### config.mk
export PLATFORM = sky130hd
export DESIGN_NAME = program_counter
export DESIGN_NICKNAME = d
export VERILOG_FILES = /design/src/rtl/program_counter.sv
export SDC_FILE = /design/constraint.sdc
export NUM_CORES = 1
export LEC_CHECK = 0
export ABC_AREA = 1
export CORE_ASPECT_RATIO = 1.25
export CORE_MARGIN = 3
export CORE_UTILIZATION = 33
export CTS_BUF_LIST = sky130_fd_sc_hd__clkbuf_8 sky130_fd_sc_hd__clkbuf_16
export DETAILED_ROUTE_END_ITERATION = 12
export HOLD_SLACK_MARGIN = 0.12
export PLACE_DENSITY = 0.87
export SYNTH_ARGS = -nofsm -noshare
export SYNTH_HDL_FRONTEND = slang
export SYNTH_SLANG_ARGS = --single-unit
### constraint.sdc
create_clock -name clk -period 1 [get_ports clk]
set_clock_uncertainty 0.2 [all_clocks]
set_input_delay 0.15 -clock clk [delete_from_list [all_inputs] [get_ports clk]]
set_output_delay 0.15 -clock clk [all_outputs]
set_load 0.005 [all_outputs]
### src/rtl/program_counter.sv
// program_counter: architectural PC register for the single-cycle RV32I core.
// Captures the next-PC mux output on every rising clk edge and presents it as
// the instruction fetch address. Reset is asynchronous, active-low, and forces
// the boot vector. Stores Next_PC bit-exact: no alignment masking or arithmetic.
//
// Optional build macro: PC_STALL_EN
//   Adds input pc_en. 1 = load Next_PC, 0 = hold. Reset still overrides it.
//   When undefined, the port list is exactly clk, reset, Next_PC, Current_PC.
module program_counter #(
  parameter int              XLEN         = 32,
  parameter logic [XLEN-1:0] RESET_VECTOR = 32'h0000_0000
) (
  input  logic            clk,
  input  logic            reset,
`ifdef PC_STALL_EN
  input  logic            pc_en,
`endif
  input  logic [XLEN-1:0] Next_PC,
  output logic [XLEN-1:0] Current_PC
);

  logic            w_load;
  logic [XLEN-1:0] r_pc;

`ifdef PC_STALL_EN
  assign w_load = pc_en;
`else
  assign w_load = 1'b1;
`endif

  // PC register: async reset to the boot vector, otherwise load on enabled edges
  always_ff @(posedge clk or negedge reset) begin
    if (!reset)      r_pc <= RESET_VECTOR;
    else if (w_load) r_pc <= Next_PC;
  end

  assign Current_PC = r_pc;

endmodule

Word-level counts from Yosys, hierarchy flattened

Index checks and enable logic that the tools add are counted.

Register bits after elaboration: 32
Logic and storage cells: 1
Bits of input ports: 34
Output and inout port bits: 32

Logic depth before layout (Yosys ltp)

Word-level depth: 0
Mapped depth: 0

Worst setup path after synthesis

OpenSTA, ideal clock, no wires.

Path kind: register to output
Start: register r_pc[0] (netlist: Current_PC[0])
End: output port Current_PC[0]
Stages on the path, launching flop included: 1
Arrival: 0.349 ns
Setup slack: 0.301 ns
Buffers on the path: 0
Path through: dfrtp_1

RTL lines:

| what                   | RTL line | source |
|---|---|---|
| from (decl)            | 23       | `logic [XLEN-1:0] r_pc;` |
| from (signal assigned) | 34       | `else if (w_load) r_pc <= Next_PC;` |
| to (decl)              | 19       | `output logic [XLEN-1:0] Current_PC` |

No word-level cell between the ends.

Worst setup path in the final report

Start: register r_pc[28] (netlist: Current_PC[28])
End: output port Current_PC[28]

No word-level cell between the ends.

==> metrics.cfg <==
[status]
outcome = finished with violations
violations = negative setup slack

[clock_tree]
ctsRootBufferMaster = clkbuf_8
postCtsSetupRepairBufs = 0
clock_sinks = 32
htree_num_levels = 2
numCtsBuffers = 5
path_clk_slew_ns = 0.06
clock_path_buffers = 2
cts_tree = done

[floorplan]
die_w_um = 50.06
rows = 19
io_pins = 66
start_util_pct = 35.46
die_y_um = 61.08
core_area_um2 = 2258
dieArea_um2 = 3057

[finish]
syn2layout_area_growth_pct = 78.28
seq_area_um2 = 800.8
nNetsFinal = 139
multi_input_area_um2 = 0
largest_register_ffs = 32
drive_gt1_share_pct = 37.14
comb.multi_input.count = 0
nFillCells = 179
diodes = 0

[critical_path]
cp_cell_sequence = buf_2
cp.required_ns = 0.65
crit_family = flip-flops
start_kind = register
cpPeakStageDelay_ns = 0.36
critPathArrivalTime_ns = 0.76
cp_num_buf_inv = 1
worstSetupEndpointType = output pin
slowest_stage = dfrtp_1
path_max_fanout = 1
worst-path-stages = 1
critPathKind = reg2out

[placement]
gp_congestion = 0.6088
preCtsSetupSlack_ns = -0.1719
place_hpwl_mm = 1.394
port_buffers = 65

[yosys]
netlist_area_um2 = 800.8
ys_seq_elements = 32
syn_nets = 66
synth_cell_types = 1
yosys_warnings = 0
avgSynthCellArea_um2 = 25.02
ys_seq_area_share_pct = 100.0
synthCells = 32

[pwr]
p_clk_share_pct = 34.4
switchingPower_w = 0.0004750
p_int_w = 0.001983
power.leakage_nw = 0.6825
total_power_w = 0.002458
seqPwrFrac_pct = 55.9
switching_share_pct = 19.33
p_per_area_nw_per_um2 = 1721
max-vdd-ir-drop_v = 0.001311
comb_power_share_pct = 9.7

[sta]
timing.fmax_ghz = 0.9022
tightest_slew_ns = 0.1675
final.min_clock_period_ns = 1.108
finalSetupViolCount = 32
maxSlewViolCount = 0
hold_viol_final = 0
slew_headroom_pct = 88.83
rsz0062_at_grt = true
finalWorstSetupSlack_ns = -0.1084
post-route-period-util_pct = 110.8

[global_routing]
grt_pass1_vias = 560
grt_remaining_overflow = 0
grtUsageTotal_pct = 12.68
grt_start_max_net_pins = 33
antenna_found_initial = 0
grt_pass1_wl_mm = 2.649

[hold_path]
worstHoldPathType = in2async

[routing]
drt-initial-drc-count = 3
vias_per_cell = 3.993
num_vias = 543
antenna_left = 0
wl_per_cell_um = 13.07
dr.pass1.iters = 2
drc = 0
drt-total-wl_mm = 1.777

[flow_run]
cap_viol_max_count = 0

==> metrics by stage <==
step           setup TNS, ns  cell area, um^2  instances  utilization [%]  hold slack [ns]
2_1_floorplan              0            800.8         32                -          -0.3456
3_3_place_gp          -4.564             1510        129            66.87           0.3307
3_5_place_dp          -4.815             1510        129            66.87           0.3357
4_1_cts               -3.553             1428        136            63.21          0.03586
5_1_grt               -4.183             1428        136            63.21          0.03736
6_report              -2.984             1428        136            63.21          0.03986
==> area by class of cell <==
class                   count  area share, %
well taps                  31          2.717
flip-flops and latches     32          56.09
clock buffers               5          4.820
clock inverters             2         0.6135
repair buffers             66          35.76
==> cell usage after synthesis <==
library cell	instances	area, um^2
dfrtp_1	32	800.8
==> repair_timing <==
| action | 4_1_cts | 5_1_grt |
|---|---|---|
| setup endpoints to repair | 32 | 32 |
| hold endpoints to repair | 56 | 43 |
| resized for setup | 128 | 0 |
| pin swaps | 0 | 0 |
==> routing by layer <==
metal	vias up	part of all wire (%)	routed length, um	GRT usage (%)
li1	240	-	-	-
met1	253	33	582	11.72
met2	46	51	906	21.08
met3	4	15	260	7.748
met4	0	1.5	27	8.300
met5	-	0	0	0
==> power groups by stage <==
stage / clock network [W] / registers [W] / logic (W)
2_1_floorplan: 0 / 0.00141 / 0
3_3_place_gp: 0 / 0.00140 / 0.000299
3_5_place_dp: 0 / 0.00140 / 0.000307
4_1_cts: 0.000898 / 0.00137 / 0.000245
5_1_grt: 0.000953 / 0.00138 / 0.000259
6_report: 0.000846 / 0.00137 / 0.000237
==> cell families after synthesis <==
kind of cell  share of synthesized area, %
flops                                100.0
==> how the worst max path moves through the flow <==
stage,from,end
final,Current_PC[28],Current_PC[28]
after CTS,Current_PC[28],Current_PC[28]
after global routing,Current_PC[18],Current_PC[18]
after global placement,Current_PC[21],Current_PC[21]
after floorplan,Current_PC[0],Current_PC[0]
after detailed placement,Current_PC[28],Current_PC[28]
==> cells in the final DEF (no fill, tap or decap) <==
cell type	count
clkinv_2	1
buf_12	1
buf_2	32
inv_1	1
clkbuf_8	5
clkdlybuf4s50_1	33
dfrtp_1	32
(Power assumes the default switching activity.)
